File: src/rtl/reg_scoreboard_pkg.sv
// reg_scoreboard_pkg
//   Shared core definitions for the register scoreboard and the hazard /
//   forwarding logic that consumes it: default register count, default
//   result-latency width, register index and latency types.
package reg_scoreboard_pkg;

  localparam int unsigned SB_NUM_REGS = 16;
  localparam int unsigned SB_LAT_W    = 2;
  localparam int unsigned REG_IDX_W   = 4;

  typedef logic [REG_IDX_W-1:0] reg_idx_t;
  typedef logic [SB_LAT_W-1:0]  lat_t;

endpackage

File: src/rtl/reg_scoreboard_sb_entry.sv
// sb_entry
//   Tracking state for one architectural register: a busy bit and a
//   result-latency countdown.
//   Priority at each rising edge: reset > load (new issue) > clear/decrement.
//   Ports:
//     clk, rst  : clock, synchronous active-high reset
//     load      : accepted issue writes this register; take lat
//     lat       : latency value loaded on load
//     clr       : writeback to this register completes this cycle
//     busy      : a write is in flight
//     pending   : busy and result not yet on the bypass network
//     bypass    : busy and result available on the bypass network
module sb_entry
  import reg_scoreboard_pkg::*;
#(
  parameter int unsigned LAT_W = SB_LAT_W
) (
  input  logic             clk,
  input  logic             rst,
  input  logic             load,
  input  logic [LAT_W-1:0] lat,
  input  logic             clr,
  output logic             busy,
  output logic             pending,
  output logic             bypass
);

  logic [LAT_W-1:0] cnt;

  always_ff @(posedge clk) begin
    if (rst) begin
      busy <= 1'b0;
      cnt  <= '0;
    end else if (load) begin
      busy <= 1'b1;
      cnt  <= lat;
    end else begin
      if (clr) begin
        busy <= 1'b0;
      end
      // countdown saturates at zero and keeps running independent of busy
      if (cnt != '0) begin
        cnt <= cnt - LAT_W'(1);
      end
    end
  end

  always_comb begin
    pending = busy & (cnt != '0);
    bypass  = busy & (cnt == '0);
  end

endmodule

File: src/rtl/reg_scoreboard.sv
// reg_scoreboard
//   Issue-stage register scoreboard. Tracks in-flight writes per register,
//   stalls on RAW (result not yet bypassable) and WAW hazards, and flags
//   operands that must be taken from the bypass network.
//   Register 0 is hard-zero: never busy, never stalls, never forwarded.
//   Ports:
//     clk, rst      : clock, synchronous active-high reset
//     issue_valid   : instruction presented this cycle
//     issue_rs/rt   : source register indices
//     issue_rd      : destination register index
//     issue_wr      : instruction writes issue_rd
//     issue_lat     : cycles until the result reaches the bypass network
//     wb_valid      : writeback completes this cycle
//     wb_rd         : writeback destination index
//     stall         : presented instruction refused (combinational)
//     fwd_rs/fwd_rt : operand from bypass network (combinational)
//     busy_mask     : registered busy bits
module reg_scoreboard
  import reg_scoreboard_pkg::*;
#(
  parameter int unsigned NUM_REGS = SB_NUM_REGS,
  parameter int unsigned LAT_W    = SB_LAT_W
) (
  input  logic                clk,
  input  logic                rst,
  input  logic                issue_valid,
  input  reg_idx_t            issue_rs,
  input  reg_idx_t            issue_rt,
  input  reg_idx_t            issue_rd,
  input  logic                issue_wr,
  input  logic [LAT_W-1:0]    issue_lat,
  input  logic                wb_valid,
  input  reg_idx_t            wb_rd,
  output logic                stall,
  output logic                fwd_rs,
  output logic                fwd_rt,
  output logic [NUM_REGS-1:0] busy_mask
);

  logic [NUM_REGS-1:0] busy;
  logic [NUM_REGS-1:0] pend;
  logic [NUM_REGS-1:0] byp;
  logic [NUM_REGS-1:0] rs_hit;
  logic [NUM_REGS-1:0] rt_hit;
  logic [NUM_REGS-1:0] rd_hit;
  logic [NUM_REGS-1:0] wb_hit;
  logic [NUM_REGS-1:0] load;
  logic                accept;
  logic                rs_pend;
  logic                rt_pend;
  logic                rd_busy;
  logic                wb_frees_rd;

  // Index decode is done as one-hot compares per entry so that any
  // NUM_REGS works without out-of-range array indexing.
  for (genvar i = 0; i < NUM_REGS; i++) begin : g_entry
    localparam reg_idx_t IDX = reg_idx_t'(i);

    assign rs_hit[i] = (issue_rs == IDX);
    assign rt_hit[i] = (issue_rt == IDX);
    assign rd_hit[i] = (issue_rd == IDX);
    assign wb_hit[i] = wb_valid & (wb_rd == IDX);
    assign load[i]   = (i != 0) & accept & issue_wr & rd_hit[i];

    sb_entry #(
      .LAT_W (LAT_W)
    ) u_entry (
      .clk     (clk),
      .rst     (rst),
      .load    (load[i]),
      .lat     (issue_lat),
      .clr     (wb_hit[i]),
      .busy    (busy[i]),
      .pending (pend[i]),
      .bypass  (byp[i])
    );
  end

  always_comb begin
    rs_pend     = |(rs_hit & pend);
    rt_pend     = |(rt_hit & pend);
    rd_busy     = |(rd_hit & busy);
    // a writeback retiring rd this same cycle resolves the WAW hazard
    wb_frees_rd = wb_valid & (wb_rd == issue_rd);

    stall  = issue_valid & (rs_pend | rt_pend | (issue_wr & rd_busy & ~wb_frees_rd));
    accept = issue_valid & ~stall;

    fwd_rs = issue_valid & (issue_rs != '0) & |(rs_hit & (byp | (wb_hit & busy)));
    fwd_rt = issue_valid & (issue_rt != '0) & |(rt_hit & (byp | (wb_hit & busy)));

    busy_mask = busy;
  end

endmodule
File: config.mk
export PLATFORM = sky130hd
export DESIGN_NAME = reg_scoreboard
export DESIGN_NICKNAME = d
export VERILOG_FILES = /design/src/rtl/reg_scoreboard_pkg.sv /design/src/rtl/reg_scoreboard_sb_entry.sv /design/src/rtl/reg_scoreboard.sv
export SDC_FILE = /design/constraint.sdc
export NUM_CORES = 1
export LEC_CHECK = 0
export BUFFER_PORTS_ARGS = -buffer_cell sky130_fd_sc_hd__buf_2
export CORE_MARGIN = 1.5
export CORE_UTILIZATION = 40
export DETAILED_ROUTE_END_ITERATION = 6
export GPL_TIMING_DRIVEN = 0
export SLEW_MARGIN = 20
export SYNTH_ARGS = -nofsm -noshare
export SYNTH_HDL_FRONTEND = slang
export SYNTH_SLANG_ARGS = --single-unit
File: constraint.sdc
create_clock -name clk -period 4 [get_ports clk]
set_input_delay 0.8 -clock clk [delete_from_list [all_inputs] [get_ports clk]]
set_output_delay 0.8 -clock clk [all_outputs]
set_load 0.005 [all_outputs]
After elaboration in Yosys (flattened, before gate mapping)

Index checks and enable logic that the tools add are counted.

Magnitude comparators: 0
Multipliers: 0
Reductions and logical operators: 71
Add/subtract/negate cells: 15
Eq/ne operators: 61
Bitwise operators: 82
Shift operators: 0
Multiplexer cells: 60
Div/mod/pow operators: 0

Operator list:

| operator                                             | number |
|---|---|
| equality test 4 bit (second input constant)          | 32 |
| AND 16 bit                                           | 6 |
| nonzero test 2 bit                                   | 45 |
| OR reduction 16 bit                                  | 5 |
| AND 1 bit                                            | 71 |
| equality test 4 x 3 -> 1 bit (second input constant) | 16 |
| 2-to-1 mux 2 bit                                     | 30 |
| equality test 4 x 2 -> 1 bit (second input constant) | 8 |
| zero test 2 bit                                      | 15 |
| 2-to-1 mux 1 bit                                     | 30 |
| subtractor 2 x 1 -> 2 bit (second input constant)    | 15 |
| equality test 4 x 1 -> 1 bit (second input constant) | 4 |
| zero test 4 bit                                      | 4 |
| bitwise OR 16 bit                                    | 1 |
| nonzero test 4 bit                                   | 2 |
| equality test 4 bit                                  | 1 |
| inverter 1 bit                                       | 2 |
| bitwise OR 1 bit                                     | 2 |

ROM bits: 0
Bits in latches: 0
Register bits after elaboration: 45
Bits in writable memories: 0
Memories kept: 0
Logic and storage cells: 319

Longest topological paths before layout

Gate-level depths: netlist of run 1.

Depth in word-level cells: 12
Mapped depth: 11

By module

From an unflattened synthesis of run 1, not the netlist that was laid out.

Cell total of the unflattened synthesis: 504
Area total of the unflattened synthesis: 4160.2 µm²

By module, submodules not included:

| module         | area an instance (µm²) | times used | cells an instance |
|---|---|---|---|
| sb_entry       | 173.9                  | 16         | 18 |
| reg_scoreboard | 1377.6                 | 1          | 216 |

Worst setup path before layout of run 1

OpenSTA, ideal clock, no wires.

Path kind: input to output
Start point: input port issue_rt[3]
End point: output port stall
Required time: 3.200 ns
Arrival time: 2.633 ns
Path buffers: 2
Stages on the path: 8
Setup slack: 0.567 ns
Cells stage by stage: clkbuf_2 -> inv_1 -> a211oi_1 -> or4_1 -> or4_1 -> nor3_2 -> buf_2 -> nor2b_1

Word-level cells in the longest chain between the ends: 6

Ends and longest elaborated chain:

| element                                              | RTL line             | text |
|---|---|---|
| from (decl)                                          | reg_scoreboard.sv:28 | `input reg_idx_t issue_rt,` |
| equality test 4 x 1 -> 1 bit (tied with other cells) | reg_scoreboard.sv:60 | `assign rt_hit[i] = (issue_rt == IDX);` |
| AND 16 bit *                                         | reg_scoreboard.sv:81 | `rt_pend = \|(rt_hit & pend);` |
| OR reduction 16 bit *                                | reg_scoreboard.sv:81 |  |
| bitwise OR 1 bit * (2 in a row)                      | reg_scoreboard.sv:86 | `stall = issue_valid & (rs_pend \| rt_pend \| (issue_wr & rd_busy & ~wb_frees_rd));` |
| AND 1 bit *                                          | reg_scoreboard.sv:86 |  |
| to (decl)                                            | reg_scoreboard.sv:34 | `output logic stall,` |

Mark *: on every way between the ends. The rest lies on a longest branch, timed or not.

Final worst setup path of run 1

Start point: input port issue_rs[2]
End point: output port stall

Word-level cells in the longest chain between the ends: 6

Ends and longest elaborated chain:

| element                                              | RTL line             | text |
|---|---|---|
| from (decl)                                          | reg_scoreboard.sv:27 | `input reg_idx_t issue_rs,` |
| equality test 4 x 1 -> 1 bit (tied with other cells) | reg_scoreboard.sv:59 | `assign rs_hit[i] = (issue_rs == IDX);` |
| AND 16 bit *                                         | reg_scoreboard.sv:80 | `rs_pend = \|(rs_hit & pend);` |
| OR reduction 16 bit *                                | reg_scoreboard.sv:80 |  |
| bitwise OR 1 bit * (2 in a row)                      | reg_scoreboard.sv:86 |  |
| AND 1 bit *                                          | reg_scoreboard.sv:86 |  |

Marks and branches as above.

==> results of run 1 <==
## through the flow
step           setup WS [ns]  utilization, %  hold slack, ns  setup TNS, ns  power (W)
2_1_floorplan         0.5671               -          0.4702              0   0.001189
3_3_place_gp        -0.09633           44.72          0.5348       -0.09633   0.001368
3_5_place_dp        -0.04613           44.72          0.5443       -0.04613   0.001398
4_1_cts             0.001959           45.69          0.5606              0   0.001691
5_1_grt              -0.1313           45.85          0.5973        -0.1313   0.001825
6_report             0.03800           45.85          0.5576              0   0.001693
## synth_stat cells, types with 3 or more instances
| cell | count |
|---|---|
| sky130_fd_sc_hd__o21ai_0 | 18 |
| sky130_fd_sc_hd__nand4b_1 | 6 |
| sky130_fd_sc_hd__buf_2 | 3 |
| sky130_fd_sc_hd__nor2b_1 | 12 |
| sky130_fd_sc_hd__nor3b_1 | 4 |
| sky130_fd_sc_hd__a22oi_1 | 9 |
| sky130_fd_sc_hd__nand2_1 | 44 |
| sky130_fd_sc_hd__a211o_1 | 10 |
| sky130_fd_sc_hd__o41ai_1 | 3 |
| sky130_fd_sc_hd__xor2_1 | 18 |
| sky130_fd_sc_hd__ha_1 | 15 |
| sky130_fd_sc_hd__buf_4 | 19 |
| sky130_fd_sc_hd__mux2i_1 | 4 |
| sky130_fd_sc_hd__mux2_1 | 8 |
| sky130_fd_sc_hd__a31oi_1 | 13 |
| sky130_fd_sc_hd__clkbuf_1 | 24 |
| sky130_fd_sc_hd__or4b_2 | 3 |
| sky130_fd_sc_hd__nor3_1 | 15 |
| sky130_fd_sc_hd__nand3_1 | 14 |
| sky130_fd_sc_hd__nor4b_1 | 4 |
| sky130_fd_sc_hd__nand3b_1 | 4 |
| sky130_fd_sc_hd__a21o_1 | 5 |
| sky130_fd_sc_hd__inv_1 | 40 |
| sky130_fd_sc_hd__and2_1 | 7 |
| sky130_fd_sc_hd__dfxtp_1 | 45 |
| sky130_fd_sc_hd__o31ai_1 | 12 |
| sky130_fd_sc_hd__nor2_1 | 49 |
| sky130_fd_sc_hd__o22ai_1 | 4 |
| sky130_fd_sc_hd__nand2b_1 | 15 |
| sky130_fd_sc_hd__mux2_2 | 6 |
| sky130_fd_sc_hd__a21oi_1 | 30 |
| sky130_fd_sc_hd__nor4_1 | 11 |
## flip-flops by register name, summed over array words and instances (netlist names)
register              flops
g_entry.u_entry.busy     15
g_entry.u_entry.cnt      30
## placed cells by master, fill, tap and decap left out, types with 7 or more instances in the layout
| cell type | instances |
|---|---|
| sky130_fd_sc_hd__a211o_1 | 10 |
| sky130_fd_sc_hd__a21oi_1 | 30 |
| sky130_fd_sc_hd__a22oi_1 | 9 |
| sky130_fd_sc_hd__a31oi_1 | 13 |
| sky130_fd_sc_hd__and2_1 | 7 |
| sky130_fd_sc_hd__buf_2 | 41 |
| sky130_fd_sc_hd__buf_4 | 21 |
| sky130_fd_sc_hd__clkbuf_1 | 25 |
| sky130_fd_sc_hd__dfxtp_1 | 45 |
| sky130_fd_sc_hd__ha_1 | 15 |
| sky130_fd_sc_hd__inv_1 | 40 |
| sky130_fd_sc_hd__mux2_1 | 8 |
| sky130_fd_sc_hd__nand2_1 | 44 |
| sky130_fd_sc_hd__nand2b_1 | 15 |
| sky130_fd_sc_hd__nand3_1 | 14 |
| sky130_fd_sc_hd__nor2_1 | 49 |
| sky130_fd_sc_hd__nor2b_1 | 12 |
| sky130_fd_sc_hd__nor3_1 | 15 |
| sky130_fd_sc_hd__nor4_1 | 11 |
| sky130_fd_sc_hd__o21ai_0 | 18 |
| sky130_fd_sc_hd__o31ai_1 | 12 |
| sky130_fd_sc_hd__xor2_1 | 18 |
## area by class of cell
type / instances / share of cell area (%)
tap: 111 / 3.309
sequential: 45 / 21.47
multi-input combinational: 378 / 58.56
inverter: 40 / 3.578
timing repair buffer: 40 / 4.830
clock buffer: 7 / 2.057
buffer: 48 / 6.202
## where the power goes
part / internal [W] / switching (W)
combinational: 0.000335 / 0.000463
sequential: 0.000548 / 0.0000566
clock: 0.000137 / 0.000154
total: 0.00102 / 0.000673
## worst min-delay path by stage
stage / startpoint / endpoint / slack [ns] / cells after the start
2_1_floorplan: g_entry[1].u_entry.busy / g_entry[1].u_entry.busy / 0.47 / 2
3_5_place_dp: g_entry[15].u_entry.cnt[1] / g_entry[15].u_entry.cnt[1] / 0.54 / 2
5_1_grt: g_entry[1].u_entry.busy / g_entry[1].u_entry.busy / 0.60 / 2
6_report: g_entry[15].u_entry.cnt[1] / g_entry[15].u_entry.cnt[1] / 0.56 / 2
4_1_cts: g_entry[15].u_entry.cnt[1] / g_entry[15].u_entry.cnt[1] / 0.56 / 2
3_3_place_gp: g_entry[14].u_entry.cnt[1] / g_entry[14].u_entry.cnt[1] / 0.53 / 2
## tightest hold or removal path: cells and delay by family (launching register included)
kind	cells	cell delay [ns]
flip-flops	1	0.32
AO/OA/AOI/OAI	2	0.20
## per-layer routing
metal	global-route usage (%)	wire length, um	vias to the layer above
met3	2.437	668	27
met4	10.08	389	0
met1	33.38	5565	1856
met5	0	0	-
li1	-	-	1896
met2	42.70	5727	149
## logic make-up (layout without fill, tap and decap cells)
group	count (synthesis)	in the layout	share of synthesized area (%)
muxes	18	18	5.260
AOI/OAI and AO/OA	121	121	21.37
and+or+nand+nor	204	204	29.06
xor gates and xnor gates	19	19	4.427
DFF	45	45	23.97
adders and majority gates	15	15	4.993
other	1	1	0.09977
buffers and inverters	88	135	10.82
## repair_timing
item / 4_1_cts / 5_1_grt
resized for setup: 1 / 3
setup buffers: 0 / 1
setup endpoints to repair: 1 / 2
pin swaps: 0 / 1
==> results by stage, run 1 <==
Outcome:
- The run finished with clean final reports.

Die:
- The core area is 0.009153 sq mm.
- From left edge to right edge, the die measures 99.94 um.
- Measured along the y axis, the die boundary spans 99.94 um.
- The initial utilization of the core area, before any placement, comes to 41.07%.
- The floorplan has 35 rows.
- The die covers 0.009987 sq mm.
- The top-level I/O count is 42.

Route:
- The DRC violation count after routing is 0.
- After detailed routing, the total wire length is 12.35 mm.
- The number of detailed-route iterations in the first pass is 5.
- After detailed routing, the number of vias per cell comes to 5.871.
- After the first detailed-routing iteration, the DRC count stood at 289.
- Summing over every cut layer, the via total after detailed routing is 3928.
- In the final routed layout, each cell accounts on average for 18.46 um.
- In this run the remaining antenna-violating nets after routing total 0.

Timing:
- The transition time at the pin with the least slew margin is 0.8276 ns.
- Across the routed clock network, the largest skew measured is 0.004919 ns.
- In the finished design, the share of the clock period the worst path needs comes to 99.05%.
- The number of endpoints with negative hold slack in the final report is 0.
- The number of setup violations in the final report is 0.
- Setup repair after global routing could not meet its margin everywhere.
- Derived from the worst setup path, the maximum achievable clock frequency is 0.2524 GHz.
- Measured against its own limit, the worst slew margin works out to 44.71%.
- The worst path in the final design needs a cycle of 3.962 ns, including I/O delays and setup.
- The number of slew-limit violations in the final report is 0.

Synthesis:
- By area the synthesized netlist is led by sky130_fd_sc_hd__dfxtp_1, sky130_fd_sc_hd__ha_1, sky130_fd_sc_hd__nor2_1, sky130_fd_sc_hd__nand2_1, sky130_fd_sc_hd__xor2_1.
- Counting distinct cell types in the post-synthesis netlist gives 60.
- The gate count after technology mapping is 511.
- The proportion of synthesized chip area in sequential cells is 23.97%.
- During synthesis, Yosys emitted a total of 0 warnings.
- The dominant cell type by area after synthesis is sky130_fd_sc_hd__dfxtp_1.
- The average instance in the mapped netlist occupies 7.355 sq um.
- The dominant register cell in the synthesized netlist is sky130_fd_sc_hd__dfxtp_1.
- The synthesized design devotes to its leading area cell type 23.97% of total area.
- The synthesized netlist occupies a cell area of 0.003759 sq mm.
- The flip-flop and latch count after synthesis is 45.
- For this run, asynchronously set or reset flops after synthesis account for 0%.
- The synthesized netlist net count is 549.
- The synthesized design contains 0 enable-type register cells.

Layout:
- In the final layout, flip-flops and latches occupy 900.9 sq um.
- For this run, the post-layout net count is 596.
- The final standard cell count with taps included and fillers excluded is 669.
- After routing the design area is 0.004197 sq mm.
- The area growth from synthesis to layout is 11.65%.
- The area taken by multi-input logic gates is 0.002457 sq mm.
- The post-route netlist has 14.70% of its cells at a drive strength greater than 1.
- The count of fill cells added during filler insertion is 974.
- 0 antenna diodes ended up in the layout.

Critical path:
- The cell depth of the worst flop-to-flop path is 10.
- Tracing the worst setup path back leads to its startpoint at issue_rs[2].
- The start-to-end type of the worst setup path is in2out.
- For flop-to-flop paths, the worst setup slack is 0.89 ns.
- The cell family with the largest share of critical-path delay is simple AND/OR/NAND/NOR gates.
- The buffers plus inverters on the worst setup path is 4.
- The critical path crosses 10 cells after its start point.
- The required time reported for the critical path endpoint is 3.20 ns.
- The capturing point of the worst reg2reg path is g_entry[10].u_entry.cnt[0].
- The slowest stage of the critical path belongs to the cell sky130_fd_sc_hd__or4_1.
- The capturing instance or port of the critical path is stall.
- Along the worst path, the maximum fanout reaches 10.
- The critical path goes through buf_2, clkbuf_1, nand4b_1, a21oi_1, or4_1, or4_1, nor3_4, buf_4, nor2b_1, buf_2.
- STA classifies the critical path startpoint as a primary input.
- In this design, the stage delay of the slowest critical-path cell is 0.58 ns.
- Data on the critical path arrives at its endpoint at 3.16 ns.
- The launching point of the worst reg2reg path is g_entry[8].u_entry.cnt[0].
- STA classifies the critical path endpoint as a primary output.

Global route:
- Entering global routing, the biggest net connects 13 pins.
- The first global-routing pass estimated 19.83 mm of wire.
- The number of antenna violations at the first check in global routing came to 0.
- For this run, the total global-route usage over all layers was measured as 25.34%.
- The remaining global-route overflow is 0.
- The number of global-route vias before repair is 3727.

Place:
- The congestion estimate from routability-driven global placement came to 0.9810.
- During placement, the flow inserted port buffers numbering 39.
- The placed cell count is 661.
- Once placement finished, the instance area stood at 0.004093 sq mm.
- The HPWL after detailed placement is 9.776 mm.

Clocking:
- The buffer cell driving the clock tree root is sky130_fd_sc_hd__clkbuf_8.
- The register clock-pin slew on the reported worst setup and hold paths is 0.08 ns.
- The later pin in the worst-skew pair is clocked with a latency of 0.30 ns.
- Clock tree synthesis inserted a total of 5 buffers.
- The CTS tree is done.
- The H-tree generated during clock tree synthesis spans 2 levels.
- Hold repair after CTS inserted 0 buffers.
- The clock drives 45 sinks.
- No sink is reached through more buffers than the 2 on the longest clock path.

Power:
- The power density relative to cell area is 403.5 mW/mm^2.
- The peak supply drop is 278.2 uV.
- The leakage power total is 1.631 nW.

Worst hold path:
- The worst hold path belongs to the class reg2reg.

Run:
- Max-cap violations in this run came to 0.
Note: power is estimated with default switching activity, not from simulation.
==> inputs of run 2 (changes only) <==
- CELL_PAD_IN_SITES_DETAIL_PLACEMENT: default -> 0
- CELL_PAD_IN_SITES_GLOBAL_PLACEMENT: default -> 1
- PLACE_DENSITY_LB_ADDON: default -> 0.1
- SETUP_SLACK_MARGIN: default -> 0.15
==> run 2 against run 1 <==
  * Cell area grew 1.9%
  * Count of clock-buffer cells in the layout did not move
  * Wire length up 4.0%
  * Critical endpoint unchanged
==> results by stage, run 2 (synthesis gave the netlist of run 1 again) <==
Outcome:
- The flow ran to the end, and the final reports show no timing, DRC or antenna violations.

Clocking:
- The CTS H-tree depth is 2.
- Clock tree synthesis found a total of 45 sinks.
- Buffers inserted to repair hold after CTS numbered 0.
- After clock tree synthesis, the clock-pin slew on the worst setup and hold paths is 0.09 ns.
- The buffer cell driving the clock tree root is sky130_fd_sc_hd__clkbuf_8.
- Clock latency on the worst-skew pair, taken at its later pin, is 0.31 ns.
- The CTS tree is done.
- The clock tree buffer depth is 2.
- TritonCTS created 5 clock buffers.

Place:
- The final estimated routing congestion in global placement is 0.9181.
- During placement, the flow inserted port buffers numbering 39.
- The detailed placement HPWL is 9.944 mm.
- OpenSTA, run right after detailed placement, puts the worst setup slack at -0.01414 ns.

Timing:
- The number of endpoints with negative hold slack in the final report is 0.
- The timing-limited maximum frequency is 0.2648 GHz.
- Measured against its own limit, the worst slew margin works out to 47.20%.
- The post-route worst hold slack is 0.5545 ns.
- Counting I/O delays and the setup requirement, the final critical path takes 3.776 ns.
- The total negative slack is 0 ns.
- The transition time at the pin with the least slew margin is 0.7904 ns.
- The number of setup violations in the final report is 0.
- After layout, the worst setup slack is 0.2236 ns.
- The number of slew-limit violations in the final report was 0.
- Setup repair after global routing could not meet its margin everywhere.
- The clock arrives with 0.01250 ns of skew.
- Dividing the final minimum period by the clock period gives 94.41%.

Global route:
- The global routing usage summed across all routing layers is 26.02%.
- The number of global-route vias before repair is 3540.
- The first global-routing pass estimated 19.87 mm of wire.
- The number of antenna violations at the first check in global routing is 0.
- Entering global routing, the biggest net connects 14 pins.
- The remaining global-route overflow is 0.

Route:
- The count of routing violations after the opening detailed-route iteration is 264.
- The count of nets left with antenna violations once routing finished came out at 0.
- After detailed routing, the number of remaining DRC violations is 0.
- The detailed-route wire length per cell is 19.14 um.
- The via density per instance is 5.878.
- The total routed wirelength is 12.85 mm.
- Across all layers, the routed design uses 3944 vias.
- The first detailed-routing pass ran for 6 iterations.

Die:
- The core region is 0.009153 sq mm.
- The number of placement rows is 35.
- For this configuration, the core starts out at a cell density of 41.07%.
- The floorplan step set the die height to 99.94 um.
- The floorplan step defined a die boundary enclosing 0.009987 sq mm.
- The die width is 99.94 um.
- The top-level I/O count is 42.

Layout:
- The register with the highest flop count is g_entry.u_entry.cnt.
- The layout cell share with drive strength beyond 1 is 17.32%.
- Leaving out fill and tap cells, the most frequent cells in the layout are sky130_fd_sc_hd__nor2_1, sky130_fd_sc_hd__dfxtp_1, sky130_fd_sc_hd__nand2_1.
- Leaving out fill and tap cells, the most frequent cell in the layout is sky130_fd_sc_hd__nor2_1.
- The final antenna diode count is 0.
- The largest registers in the layout are g_entry.u_entry.cnt x30, g_entry.u_entry.busy x15.
- The area growth from synthesis to layout is 13.78%.
- The final layout contains 597 nets.
- The number of flip-flops in the largest register is 30.

Critical path:
- The startpoint of the worst setup timing path is issue_rt[0].
- Walking the worst path, the cells encountered are buf_2, buf_2, nand4b_1, a21oi_1, or4_1, or4_4, nor3_4, buf_6, nor2b_1, buf_2.
- The buffers plus inverters on the worst setup path is 4.
- Data arrives at the worst endpoint at 2.98 ns.
- Data on the critical path is required at its endpoint by 3.20 ns.
- Counting cells, the worst reg-to-reg path comes to 11.
- The cell family with the largest share of critical-path delay is simple AND/OR/NAND/NOR gates.
- The worst setup path is captured at a primary output.
- The setup path with the least slack is of type in2out.
- The critical path runs through a total of 10 cells.
- Along the worst path, the maximum fanout reaches 10.
- The standard cell with the maximum stage delay on the critical path is sky130_fd_sc_hd__or4_4.
- The worst setup path is launched from a primary input.
- The cell occurring most often along the worst timing path is sky130_fd_sc_hd__buf_2.
- The startpoint identified for the worst register-to-register timing path is g_entry[10].u_entry.cnt[0].
- The largest single stage delay on the critical path is 0.55 ns.

Worst hold path:
- The worst hold path was traced through 2 stages.
- The critical hold path startpoint is g_entry[14].u_entry.cnt[1].
- The tightest min-delay check is of the reg2reg type.

Power:
- The leakage power total is 1.657 nW.
- The proportion of power drawn by combinational gates is 45.1%.
- Net switching is 38.25% of the power.
- The power share of the clock group is 20.9%.
- The sequential power share is 34.0%.
- VDD sags by at most 245.2 uV.
- The analysis attributes to net switching a power of 0.0006782 W.
- The internal portion of the total power is 0.001095 W.
- The power density relative to cell area is 414.5 mW/mm^2.

Run:
- Across the run, the number of max-cap violations was 0.
==> run 2: final cells by class <==
type                    instances  area (sq um)
clock buffers                   7         86.33
well taps                     111         138.9
flip-flops and latches         45         900.9
inverters                      40         150.1
repair buffers                 42         217.7
clock inverters                 1         30.03
fillers                       958          4876
plain buffers                  47         262.8
multi-input cells             378          2490
==> run 2: what timing repair did <==
action                     in CTS  in global routing
pin swaps                       0                  2
setup endpoints to repair       2                  2
resized for setup               3                 16
setup buffers                   0                  3
==> run 2: worst register-to-register path, stage by stage (launching register included) <==
cell and delay, ns:
sky130_fd_sc_hd__dfxtp_1 0.33, sky130_fd_sc_hd__inv_1 0.06, sky130_fd_sc_hd__ha_2 0.27, sky130_fd_sc_hd__or3b_2 0.15
sky130_fd_sc_hd__a211oi_1 0.07, sky130_fd_sc_hd__or4_1 0.52, sky130_fd_sc_hd__or4_4 0.55, sky130_fd_sc_hd__nor3_4 0.29
sky130_fd_sc_hd__buf_2 0.32, sky130_fd_sc_hd__buf_4 0.23, sky130_fd_sc_hd__nand3_1 0.08, sky130_fd_sc_hd__o31ai_1 0.12
==> run 2: power by group through the flow <==
stage	Combinational (W)	Sequential (W)	Clock, W
floorplan	0.000586	0.000602	0
global placement	0.000765	0.000610	0
detailed placement	0.000780	0.000613	0
CTS	0.000786	0.000602	0.000373
global route	0.000898	0.000615	0.000397
finish	0.000800	0.000603	0.000370
==> run 2: worst paths after layout <==
path / slack [ns] / to
setup / recovery: 0.22 / stall
hold / removal: 0.55 / g_entry[14].u_entry.cnt[1]
setup reg to reg: 0.90 / g_entry[15].u_entry.cnt[1]
hold reg to reg: 0.55 / g_entry[14].u_entry.cnt[1]
==> run 2: per-layer routing <==
metal | wire, um | GRT usage [%] | vias to the layer above
met5 | 0 | 0 | -
met4 | 275 | 7.259 | 0
met3 | 819 | 3.203 | 20
met2 | 5745 | 42.18 | 161
met1 | 6005 | 36.43 | 1861
li1 | - | - | 1902
==> run 2: per-stage QoR <==
stage	total power [W]	util, %	cells	instance area [sq um]
after floorplan	0.001189	-	511	3759
after global placement	0.001375	44.72	661	4093
after detailed placement	0.001393	44.72	661	4093
after CTS	0.001761	46.08	669	4218
after global routing	0.001910	46.73	671	4277
final	0.001773	46.73	671	4277
==> inputs of run 3 (changes only) <==
- CTS_BUF_LIST: default -> sky130_fd_sc_hd__clkbuf_8
==> run 3 against run 2 <==
  * First-iteration DRC count shrank 3.8%
  * Non-clock buffer count unchanged
  * Sequential share of layout area is the same
  * Critical path type unchanged
  * Register-to-register slack about the same
  * Largest cell class unchanged
  * Clock power about the same
==> results by stage, run 3 (synthesis gave the netlist of run 1 again) <==
Critical path:
- The nature of the critical path startpoint is a primary input.
- The signal on the critical path passes through buf_2, buf_4, or3b_2, a211oi_1, or4_1, or4_4, nor3_4, buf_6, nor2b_1, buf_2.
- The startpoint of the worst setup timing path is issue_rt[2].
- The maximum fanout count along the critical path is 10.
- The peak per-stage delay on the critical path is 0.55 ns.
- The cell occurring most often along the worst timing path is sky130_fd_sc_hd__buf_2.
- The capturing instance or port of the critical path is stall.
- The data arrival time of the critical path is 2.98 ns.
- The buffers plus inverters on the worst setup path is 4.
- The largest individual stage delay along the critical path comes from the cell sky130_fd_sc_hd__or4_4.
- The number of cells on the critical path is 10.
- The launching point of the worst reg2reg path is g_entry[10].u_entry.cnt[0].
- The number of cells on the worst reg-to-reg path is 11.
- The worst setup path is captured at a primary output.
- The worst setup path is of the in2out kind.
- The endpoint identified for the worst register-to-register timing path is g_entry[15].u_entry.cnt[1].
- In this design, the largest share of critical-path delay is due to simple AND/OR/NAND/NOR gates.
- The reg-to-reg setup timing slack is 0.90 ns.
- For the worst setup path, the data required time is 3.20 ns.

Layout:
- The number of flip-flops in the largest register is 30.
- The library cell used most frequently in the layout, excluding fill and tap cells, is sky130_fd_sc_hd__nor2_1.
- At the end of the flow, the number of nets in the layout was 597.
- The repair_antennas step left the layout with diodes totalling 0.
- The area growth from synthesis to layout is 13.78%.
- The largest registers in the layout are g_entry.u_entry.cnt x30, g_entry.u_entry.busy x15.
- The library cells used most frequently in the layout, excluding fill and tap cells, are sky130_fd_sc_hd__nor2_1, sky130_fd_sc_hd__dfxtp_1, sky130_fd_sc_hd__nand2_1.
- The register with the most flip-flops in the final layout is g_entry.u_entry.cnt.
- The layout cell share with drive strength beyond 1 is 17.32%.
- Counting the fill cells in the layout gives 958.
- Once layout is done, the placed cells without fillers occupy 0.004277 sq mm.

Timing:
- Setup slack on the critical path of the routed design comes to 0.2237 ns.
- The post-route worst hold slack is 0.5544 ns.
- The worst-case headroom to the max-slew limit is 46.97%.
- The clock period minus final worst setup slack is 3.776 ns.
- The number of endpoints with negative hold slack in the final report is 0.
- Setup repair after global routing could not meet its margin everywhere.
- On the final layout, the worst clock skew is 0.01171 ns.
- Setup violations remaining at the end of the flow were counted as 0.
- At the pin with the least slew margin, the transition time is 0.7939 ns.
- After layout, the worst path uses 94.41% of the clock period.
- The number of slew-limit violations in the final report is 0.
- The timing-limited maximum frequency is 0.2648 GHz.
- The total negative slack is 0 ns.

Power:
- The peak supply drop is 244.6 uV.
- The analysis attributes to net switching a power of 0.0006786 W.
- The leakage power total is 1.661 nW.
- The internal portion of the total power is 0.001092 W.
- The share of total power dissipated in sequential elements is 34.0%.
- The power density relative to cell area is 414.0 mW/mm^2.
- The fraction of power spent switching nets is 38.33%.
- The share of total power dissipated in combinational logic is 45.1%.
- The power share of the clock group is 20.8%.
- The design draws 0.001771 W.

Place:
- The HPWL after detailed placement is 9.944 mm.
- The post-placement cell area is 0.004093 sq mm.
- The total of buffers placed on input and output ports is 39.
- Routability-driven placement finished with a final weighted congestion of 0.9181.
- The post-place setup slack is -0.01414 ns.

Outcome:
- The run finished with clean final reports.

Route:
- In the final routed layout, each cell accounts on average for 19.15 um.
- After detailed routing, the number of remaining DRC violations is 0.
- The pre-antenna-repair detailed-routing pass consisted of 5 iterations.
- The routed layout has 3934 vias.
- The via density per instance is 5.863.
- The total routed wirelength is 12.85 mm.
- The remaining antenna violation count after routing is 0.
- The count of routing violations after the opening detailed-route iteration is 254.

Global route:
- The wire length of the first global-routing pass is 19.87 mm.
- The pin count of the biggest net entering global routing is 14.
- The number of global-route vias before repair came to 3540.
- The number of antenna violations at the first check in global routing was 0.
- Global routing used 26.02% of the available tracks.
- For this run the aggregate overflow at the end of global routing stands at 0.

Run:
- The count of maximum capacitance violations is 0.

Clocking:
- The CTS tree is done.
- In this run, CTS created clock tree buffers numbering 5.
- The root buffer cell chosen for the clock tree is sky130_fd_sc_hd__clkbuf_8.
- For this design, the CTS-stage hold fixing added 0 buffers.
- The clock sink total is 45.
- Clock-pin slew was measured on the worst setup and hold paths at 0.09 ns.
- The clock tree synthesis step divided the H-tree into 2 levels.
- The clock latency of the later-clocked register in the worst-skew pair is 0.31 ns.
- The clock tree buffer depth is 2.

Die:
- The total area inside the core boundary comes to 0.009153 sq mm.
- Measured along the y axis, the die boundary spans 99.94 um.
- The effective utilization at floorplan is 41.07%.
- The area of the die is 0.009987 sq mm.
- In this run the core area contains 35 standard-cell rows.
- From left edge to right edge, the die measures 99.94 um.
- For this design the top-level I/O count stands at 42.

Worst hold path:
- The worst hold path belongs to the class reg2reg.
[run 3: changes by cell type in the layout (fill, tap and decap cells not counted), sizes merged]
cell    delta
inv        +1
clkbuf     -1
[run 3: metal layers]
metal	routed length [um]	global-route usage [%]	vias to the layer above
li1	-	-	1904
met1	6047	36.43	1866
met2	5774	42.18	144
met3	752	3.203	20
met4	277	7.259	0
met5	0	0	-
[run 3: worst min-delay path by stage]
stage          depth (start not counted)                       start                          to  slack [ns]
3_5_place_dp                           2  g_entry[14].u_entry.cnt[1]  g_entry[14].u_entry.cnt[1]        0.55
6_report                               2  g_entry[14].u_entry.cnt[1]  g_entry[14].u_entry.cnt[1]        0.55
3_3_place_gp                           2  g_entry[14].u_entry.cnt[1]  g_entry[14].u_entry.cnt[1]        0.54
2_1_floorplan                          2     g_entry[1].u_entry.busy     g_entry[1].u_entry.busy        0.47
4_1_cts                                2  g_entry[14].u_entry.cnt[1]  g_entry[14].u_entry.cnt[1]        0.56
5_1_grt                                2  g_entry[14].u_entry.cnt[1]  g_entry[14].u_entry.cnt[1]        0.59
[run 3: cell type report]
| cell class | instances | area [sq um] | share of cell area (%) |
|---|---|---|---|
| buffer | 47 | 262.8 | 6.144 |
| sequential | 45 | 900.9 | 21.06 |
| timing repair buffer | 42 | 217.7 | 5.091 |
| tap | 111 | 138.9 | 3.248 |
| clock inverter | 2 | 33.78 | 0.7899 |
| inverter | 40 | 150.1 | 3.511 |
| multi-input combinational | 378 | 2490 | 58.22 |
| clock buffer | 6 | 82.58 | 1.931 |
[run 3: stage by stage]
step | std cells | util, %
6_report | 671 | 46.73
5_1_grt | 671 | 46.73
4_1_cts | 669 | 46.08
3_5_place_dp | 661 | 44.72
3_3_place_gp | 661 | 44.72
2_1_floorplan | 511 | -
[run 3: worst reg2reg max path, delay by kind of cell, from the launching register on]
kind                     cells  cell delay (ns)
AO/OA/AOI/OAI                2             0.19
adder cells (fa/ha/maj)      1             0.27
buffers and inverters        3             0.61
flip-flops                   1             0.33
AND/OR/NAND/NOR              5             1.59
[run 3: power by group through the flow]
| stage | clock, W | combinational (W) | sequential (W) |
|---|---|---|---|
| after global placement | 0 | 0.000765 | 0.000610 |
| final | 0.000369 | 0.000799 | 0.000603 |
| after global routing | 0.000394 | 0.000898 | 0.000615 |
| after floorplan | 0 | 0.000586 | 0.000602 |
| after CTS | 0.000370 | 0.000786 | 0.000602 |
| after detailed placement | 0 | 0.000780 | 0.000613 |
[run 3: timing repair]
action	CTS	global route
setup buffers	0	3
endpoints found under the setup margin	2	2
resized for setup	3	16
pin swaps	0	2
